$ cat config.mk
export PLATFORM = sky130hd
export DESIGN_NAME = pipelined_adder
export DESIGN_NICKNAME = d
export VERILOG_FILES = /design/src/rtl/pipelined_adder_pkg.sv /design/src/rtl/pipelined_adder_chunk_stage.sv /design/src/rtl/pipelined_adder.sv
export SDC_FILE = /design/constraint.sdc
export NUM_CORES = 1
export LEC_CHECK = 0
export ABC_AREA = 1
export CAP_MARGIN = 0
export CELL_PAD_IN_SITES_DETAIL_PLACEMENT = 0
export CELL_PAD_IN_SITES_GLOBAL_PLACEMENT = 1
export CORE_ASPECT_RATIO = 0.6
export CORE_MARGIN = 2
export CORE_UTILIZATION = 28
export CTS_BUF_LIST = sky130_fd_sc_hd__clkbuf_2
export CTS_CLUSTER_SIZE = 14
export DETAILED_ROUTE_END_ITERATION = 8
export PLACE_DENSITY = 0.59
export SLEW_MARGIN = 0
export SYNTH_ARGS = -nofsm -noshare
export SYNTH_HDL_FRONTEND = slang
export SYNTH_SLANG_ARGS = --single-unit
$ cat constraint.sdc
create_clock -name clk -period 13 [get_ports clk]
set_input_delay 2.6 -clock clk [delete_from_list [all_inputs] [get_ports clk]]
set_output_delay 2.6 -clock clk [all_outputs]
set_load 0.01 [all_outputs]
$ cat src/rtl/pipelined_adder_pkg.sv
// rtl/pipelined_adder_pkg.sv - chunk geometry helpers shared by the pipelined adder
//
// Purpose: derive how a WIDTH-bit word is cut into STAGES ripple segments.
//   chunk_width : CHUNK = ceil(WIDTH/STAGES), bits per segment
//   chunk_lo    : index of the lowest bit handled by segment k
//   chunk_len   : bits actually owned by segment k (top one may be short or empty)
// Ports: none (package).

package pipelined_adder_pkg;

    function automatic int chunk_width(input int width, input int stages);
        return (width + stages - 1) / stages;
    endfunction

    function automatic int chunk_lo(input int k, input int width, input int stages);
        return k * chunk_width(width, stages);
    endfunction

    // A segment starting at or beyond WIDTH owns no bits and only forwards its carry.
    function automatic int chunk_len(input int k, input int width, input int stages);
        int lo;
        int cw;
        lo = chunk_lo(k, width, stages);
        cw = chunk_width(width, stages);
        if (lo >= width) begin
            return 0;
        end
        if (width - lo < cw) begin
            return width - lo;
        end
        return cw;
    endfunction

endpackage

$ cat src/rtl/pipelined_adder_chunk_stage.sv
// rtl/pipelined_adder_chunk_stage.sv - combinational ripple-carry add of one chunk
//
// Module adder_chunk_stage, purely combinational.
// Ports:
//   a_chunk, b_chunk [CW-1:0] : operand slices
//   carry_in                  : carry into bit 0 of the slice
//   sum_chunk [CW-1:0]        : slice sum
//   carry_out                 : carry out of the slice MSB
//   carry_into_msb            : carry into the slice MSB (used for signed overflow)

module adder_chunk_stage #(
    parameter int CW = 1
) (
    input  logic [CW-1:0] a_chunk,
    input  logic [CW-1:0] b_chunk,
    input  logic          carry_in,
    output logic [CW-1:0] sum_chunk,
    output logic          carry_out,
    output logic          carry_into_msb
);

    logic [CW:0] carry;

    always_comb begin
        carry     = '0;
        sum_chunk = '0;
        carry[0]  = carry_in;
        for (int i = 0; i < CW; i++) begin
            sum_chunk[i] = a_chunk[i] ^ b_chunk[i] ^ carry[i];
            carry[i+1]   = (a_chunk[i] & b_chunk[i]) | (carry[i] & (a_chunk[i] ^ b_chunk[i]));
        end
    end

    assign carry_out      = carry[CW];
    assign carry_into_msb = carry[CW-1];

endmodule

$ cat src/rtl/pipelined_adder.sv
// rtl/pipelined_adder.sv - WIDTH-bit adder split into STAGES registered ripple chunks
//
// Purpose: pipelined add with one chunk of ripple per cycle, ready/valid on both
//   sides, full backpressure, latency STAGES, throughput one result per cycle.
// Optional feature: define PIPELINED_ADDER_SUB_EN to add the 'sub' input
//   (a - b - cin when sub=1; cout=1 means no borrow).
// Ports:
//   clk, reset          : rising-edge clock, synchronous active-high reset
//   in_valid / in_ready : operand handshake (in_ready = !out_valid || out_ready)
//   a, b [WIDTH-1:0]    : operands
//   cin                 : carry into bit 0
//   sub                 : subtract select (only with PIPELINED_ADDER_SUB_EN)
//   out_valid/out_ready : result handshake
//   sum [WIDTH-1:0]     : result, modulo 2^WIDTH
//   cout                : carry out of the MSB
//   ovf                 : signed overflow (carry into MSB xor carry out of MSB)

module pipelined_adder
    import pipelined_adder_pkg::*;
#(
    parameter int WIDTH  = 100,
    parameter int STAGES = 4
) (
    input  logic             clk,
    input  logic             reset,
    input  logic             in_valid,
    output logic             in_ready,
    input  logic [WIDTH-1:0] a,
    input  logic [WIDTH-1:0] b,
    input  logic             cin,
`ifdef PIPELINED_ADDER_SUB_EN
    input  logic             sub,
`endif
    output logic             out_valid,
    input  logic             out_ready,
    output logic [WIDTH-1:0] sum,
    output logic             cout,
    output logic             ovf
);

    localparam int CHUNK = chunk_width(WIDTH, STAGES);
    localparam int LAST  = STAGES - 1;

    // Stage k registers hold the transaction after chunk k has been added:
    // the still-needed operand bits (skew), the finished sum bits (deskew),
    // the chunk carry-out and the carry into the word MSB seen so far.
    logic             valid_q [STAGES];
    logic             valid_d [STAGES];
    logic             valid_nxt [STAGES];
    logic             carry_q [STAGES];
    logic             carry_d [STAGES];
    logic             carry_nxt [STAGES];
    logic             cmsb_q [STAGES];
    logic             cmsb_d [STAGES];
    logic             cmsb_nxt [STAGES];
    logic [WIDTH-1:0] a_q [STAGES];
    logic [WIDTH-1:0] a_d [STAGES];
    logic [WIDTH-1:0] a_nxt [STAGES];
    logic [WIDTH-1:0] b_q [STAGES];
    logic [WIDTH-1:0] b_d [STAGES];
    logic [WIDTH-1:0] b_nxt [STAGES];
    logic [WIDTH-1:0] sum_q [STAGES];
    logic [WIDTH-1:0] sum_d [STAGES];
    logic [WIDTH-1:0] sum_nxt [STAGES];

    logic             advance;
    logic [WIDTH-1:0] b_eff;
    logic             cin_eff;

    // The pipeline moves as a whole; a held output freezes every stage.
    assign advance  = !valid_q[LAST] || out_ready;
    assign in_ready = advance;

`ifdef PIPELINED_ADDER_SUB_EN
    // Subtraction is a + ~b + ~cin; inverting at entry keeps the pipeline add-only.
    assign b_eff   = sub ? ~b : b;
    assign cin_eff = sub ? ~cin : cin;
`else
    assign b_eff   = b;
    assign cin_eff = cin;
`endif

    for (genvar k = 0; k < STAGES; k++) begin : g_stage
        localparam int LO   = k * CHUNK;
        localparam int CW_K = chunk_len(k, WIDTH, STAGES);

        logic [WIDTH-1:0] a_in;
        logic [WIDTH-1:0] b_in;
        logic [WIDTH-1:0] sum_in;
        logic             c_in;
        logic             v_in;
        logic [WIDTH-1:0] sum_out;
        logic             carry_out_k;
        logic             cmsb_out_k;

        if (k == 0) begin : g_first
            assign a_in   = a;
            assign b_in   = b_eff;
            assign sum_in = '0;
            assign c_in   = cin_eff;
            assign v_in   = in_valid;
        end else begin : g_next
            assign a_in   = a_q[k-1];
            assign b_in   = b_q[k-1];
            assign sum_in = sum_q[k-1];
            assign c_in   = carry_q[k-1];
            assign v_in   = valid_q[k-1];
        end

        if (CW_K > 0) begin : g_add
            logic [CW_K-1:0] s_chunk;
            logic            c_out;
            logic            c_msb;

            adder_chunk_stage #(
                .CW(CW_K)
            ) u_chunk (
                .a_chunk        (a_in[LO +: CW_K]),
                .b_chunk        (b_in[LO +: CW_K]),
                .carry_in       (c_in),
                .sum_chunk      (s_chunk),
                .carry_out      (c_out),
                .carry_into_msb (c_msb)
            );

            always_comb begin
                sum_out                 = sum_in;
                sum_out[LO +: CW_K]     = s_chunk;
            end

            assign carry_out_k = c_out;
            // Every non-empty chunk overwrites this; the last one owns the word MSB,
            // and empty chunks above it only forward, so the value reaching the
            // output is the carry into bit WIDTH-1.
            assign cmsb_out_k  = c_msb;
        end else begin : g_pass
            // Empty chunks only exist above the first, so k-1 is always valid here.
            assign sum_out     = sum_in;
            assign carry_out_k = c_in;
            assign cmsb_out_k  = cmsb_q[k-1];
        end

        assign a_nxt[k]     = a_in;
        assign b_nxt[k]     = b_in;
        assign sum_nxt[k]   = sum_out;
        assign carry_nxt[k] = carry_out_k;
        assign cmsb_nxt[k]  = cmsb_out_k;
        assign valid_nxt[k] = v_in;
    end

    always_comb begin
        for (int k = 0; k < STAGES; k++) begin
            valid_d[k] = valid_q[k];
            carry_d[k] = carry_q[k];
            cmsb_d[k]  = cmsb_q[k];
            a_d[k]     = a_q[k];
            b_d[k]     = b_q[k];
            sum_d[k]   = sum_q[k];
            if (advance) begin
                valid_d[k] = valid_nxt[k];
                carry_d[k] = carry_nxt[k];
                cmsb_d[k]  = cmsb_nxt[k];
                a_d[k]     = a_nxt[k];
                b_d[k]     = b_nxt[k];
                sum_d[k]   = sum_nxt[k];
            end
        end
    end

    always_ff @(posedge clk) begin
        if (reset) begin
            for (int k = 0; k < STAGES; k++) begin
                valid_q[k] <= 1'b0;
                carry_q[k] <= 1'b0;
                cmsb_q[k]  <= 1'b0;
                a_q[k]     <= '0;
                b_q[k]     <= '0;
                sum_q[k]   <= '0;
            end
        end else begin
            for (int k = 0; k < STAGES; k++) begin
                valid_q[k] <= valid_d[k];
                carry_q[k] <= carry_d[k];
                cmsb_q[k]  <= cmsb_d[k];
                a_q[k]     <= a_d[k];
                b_q[k]     <= b_d[k];
                sum_q[k]   <= sum_d[k];
            end
        end
    end

    assign out_valid = valid_q[LAST];
    assign sum       = sum_q[LAST];
    assign cout      = carry_q[LAST];
    assign ovf       = cmsb_q[LAST] ^ carry_q[LAST];

endmodule

# After elaboration in Yosys (flattened, before gate mapping)
# Memories as Yosys holds them, arrays and structs flattened.
# Cells that the tools add are included.
# classes
n_reduce_logical	3
bitwise_logic	525
muxes	51
eq_ne	1
# op_table
op	n
$mux 100	24
$xor 1x1->1	201
$and 1x1->1	200
$or 1x1->1	124
$mux 1	27
$reduce_and 2->1	1
$logic_not 1->1	1
$logic_or 1x1->1	1
$ne 1x1->1 const B	1
# totals
input_bits	205
ram_bits	1212
mem_count	6
ff_bits	0
elab_cells	586
output_inout_bits	104
# mem_list
memory	depth	word_bits	read_ports	rd_ports_with_merged_regs	wr	line_no	rtl
a_q	4	100	3	0	4	pipelined_adder.sv:56	logic [WIDTH-1:0] a_q [STAGES];
b_q	4	100	3	0	4	pipelined_adder.sv:59	logic [WIDTH-1:0] b_q [STAGES];
sum_q	4	100	4	0	4	pipelined_adder.sv:62	logic [WIDTH-1:0] sum_q [STAGES];
carry_q	4	1	4	0	4	pipelined_adder.sv:50	logic carry_q [STAGES];
cmsb_q	4	1	1	0	4	pipelined_adder.sv:53	logic cmsb_q [STAGES];
valid_q	4	1	4	0	4	pipelined_adder.sv:47	logic valid_q [STAGES];

# Logic depth before layout (Yosys ltp)
# An unclocked memory read counts as a cell.
# logic_depth
word_depth	54
ltp_mapped	31

# By module
# A second synthesis with hierarchy kept.
# unflattened
hier_cells	3741
hier_area_um2	25891.1
# by_module_without_submodules
mod	cells_each	n_inst	seq_area_each_um2	area_each_um2
pipelined_adder	3601	1	11190.7	23739.0
adder_chunk_stage	35	4	0.0	538.0

# Least setup slack after synthesis
# OpenSTA, ideal clock, no wires.
# synth_path
kind	input to register
startpoint	input port a[0]
endpoint	memory sum_q[0][24]
path_buffers	0
path_stages	31
arrival_ns	12.207
slack_ns	0.729
required_time_ns	12.936
cell_sequence	fa_1 > fa_1 > fa_1 > fa_1 > fa_1 > fa_1 > fa_1 > fa_1 > fa_1 > fa_1 > fa_1 > fa_1 > fa_1 > fa_1 > fa_1 > fa_1 > fa_1 > fa_1 > inv_1 > fa_1 > inv_1 > fa_1 > fa_1 > fa_1 > fa_1 > fa_1 > inv_1 > fa_1 > inv_1 > nor2_1 > nor2_1
# synth_lines
item	line_no	rtl
start: declaration	pipelined_adder.sv:28	input logic [WIDTH-1:0] a,
end: declaration	pipelined_adder.sv:62	

==> results_dict.tcl <==
set metrics [dict create \
    cp_max_fo 2 \
    drive_gt1_share_pct 6.444 \
    slew_viol_final 0 \
    synth_nets 4034 \
    hpwl_um 47740 \
    power_density_nw_per_um2 121.3 \
    place_inst 5044 \
    die_w_um 395.1 \
    core_um2 91360 \
    gp_congestion 0.7352 \
    cp.arrival_ns 13.22 \
    vias_per_cell 4.084 \
    yosys.cell_types.count 14 \
    seq_area_frac_synth_pct 43.54 \
    drt_first_pass_iters 5 \
    min_period_ns 11.95 \
    grt_overflow 0 \
    initial_core_util_pct 28.13 \
    post-route-util_pct 33.57 \
    required_ns 14.26 \
    clkTransAtPathRegs_ns 0.10 \
    ys_seq_elements 559 \
    grt_pass1_vias 20510 \
    cts.hold.buffers_added 0 \
    grt_max_degree 191 \
    max_stage_delay_ns 0.49 \
    tightest_slew_ns 1.029 \
    port_buffers 308 \
    cts_setup_buffers 0 \
    start_kind "flop" \
    drtIter0Drc 1369 \
    totalWireLength_um 77420 \
    nets 4269 \
    final_common_cell "nor2_1" \
    rsz0062_at_grt "no" \
    cts_buffer_depth 3 \
    drc_errors 0 \
    die-area_um2 94310 \
    layout_common_cells "nor2_1, inv_1, nand2_1" \
    finalCritPeriodShare_pct 91.94 \
    ios 309 \
    wire_per_inst_um 14.60 \
    cts_sinks 559 \
    syn_inst 3729 \
    final_cells 5304 \
    clock-root-buffer "clkbuf_2" \
    placementRows 86 \
    area_growth_pct 19.33 \
    p_leak_nw 13.10 \
    cts-buffers-inserted 150 \
    synth_area_per_cell_um2 6.892 \
    cap_violations 0 \
    clock_latency_ns 1.38 \
    postRouteAntennaNets 0 \
    crit_slowest_cell "fa_1" \
    crit_type "reg -> reg" \
    path_common_cell "fa_1" \
    hold-worst-slack_ns 0.4597 \
    grt_antenna_before_repair 4 \
    maxSlewHeadroom_pct 31.43 \
    fmax_mhz 83.66 \
    cts_max_level 4 \
    cts_tree "done" \
    grt_pass1_wl_um 120200 \
    status "finished clean" \
    hold_path_class "reg -> reg" \
    yosys_warnings 0 \
    track_usage_pct 16.24 \
    finalHoldViolCount 0 \
    die_y_um 238.7 \
    cts.repair.resized 0 \
    clock_skew_ns 0.07159 \
    vias 21660 \
    setup_viol_count_final 0 \
    worst_setup_path_end_kind "flop" \
    synthesis.area_um2 25700 \
    ir_worst_vdd_uv 59.30 \
]
[worst paths after layout]
check                from            to  slack, ns  cells past startpoint
max            carry_q[0]  sum_q[1][49]       1.05                     31
min          sum_q[2][39]  sum_q[3][39]       0.46                      2
max reg2reg    carry_q[0]  sum_q[1][49]       1.05                     31
min reg2reg  sum_q[2][39]  sum_q[3][39]       0.46                      2
[metal layers]
layer | up-vias | global-route usage, % | share of wire, %
met1 | 9599 | 25.14 | 55
met4 | 0 | 5.401 | 1.7
li1 | 11600 | - | -
met2 | 357 | 21.49 | 39
met3 | 108 | 3.776 | 4.4
met5 | - | 0 | 0
[state kept, by name, summed over array words and instances, names as in the netlist]
name	count
sum_q	250
a_q	150
b_q	150
carry_q	4
valid_q	4
cmsb_q	1
[Yosys cell counts, drive strengths merged]
cell	instances	area share, %
dfxtp	559	44
clkbuf	16	0.23
nand3	558	11
fa	100	7.8
xor2	1	0.034
buf	229	4.4
a21oi	1	0.019
inv	589	8.6
nand2	559	8.2
nor2	1117	16
[through the flow]
step	setup slack [ns]	setup TNS [ns]	total power, mW	area (um^2)
2_1_floorplan	0.7287	0	2.261	25700
3_3_place_gp	-0.2904	-0.3786	2.501	29350
3_5_place_dp	-0.2868	-0.3702	2.501	29350
4_1_cts	0.9205	0	3.824	30650
5_1_grt	0.5062	0	3.992	30670
6_report	1.047	0	3.722	30670
[cell type report]
cell class                      count  area, um^2
Timing Repair Buffer              328        3283
Multi-Input combinational cell   2336       11110
Clock buffer                      227        1136
Inverter                          589        2226
Sequential cell                   559       11190
Antenna cell                        6       15.01
Clock inverter                     27       166.4
Fill cell                       10040       60690
Tap cell                         1232        1541
[cells by family after synthesis]
group	count (synthesis)	share of synthesized area [%]
AOI/OAI and AO/OA	1	0.01945
adders and majority gates	100	7.789
buffers and inverters	834	13.24
xor gates and xnor gates	1	0.03408
DFF	559	43.54
and+or+nand+nor	2234	35.37
[worst max-delay path: cells and delay by family, from the launching register on]
family / cells / cell delay (ns)
adder cells (fa/ha/maj): 25 / 11.09
buffers and inverters: 4 / 0.28
flip-flops: 1 / 0.35
AND/OR/NAND/NOR: 2 / 0.15
[power by group]
group	internal (mW)	total, mW	switching [mW]
clock network	0.497	1.27	0.773
logic	0.235	0.540	0.305
registers	1.83	1.91	0.0786
total	2.56	3.72	1.16
Note: power is estimated with default switching activity, not from simulation.
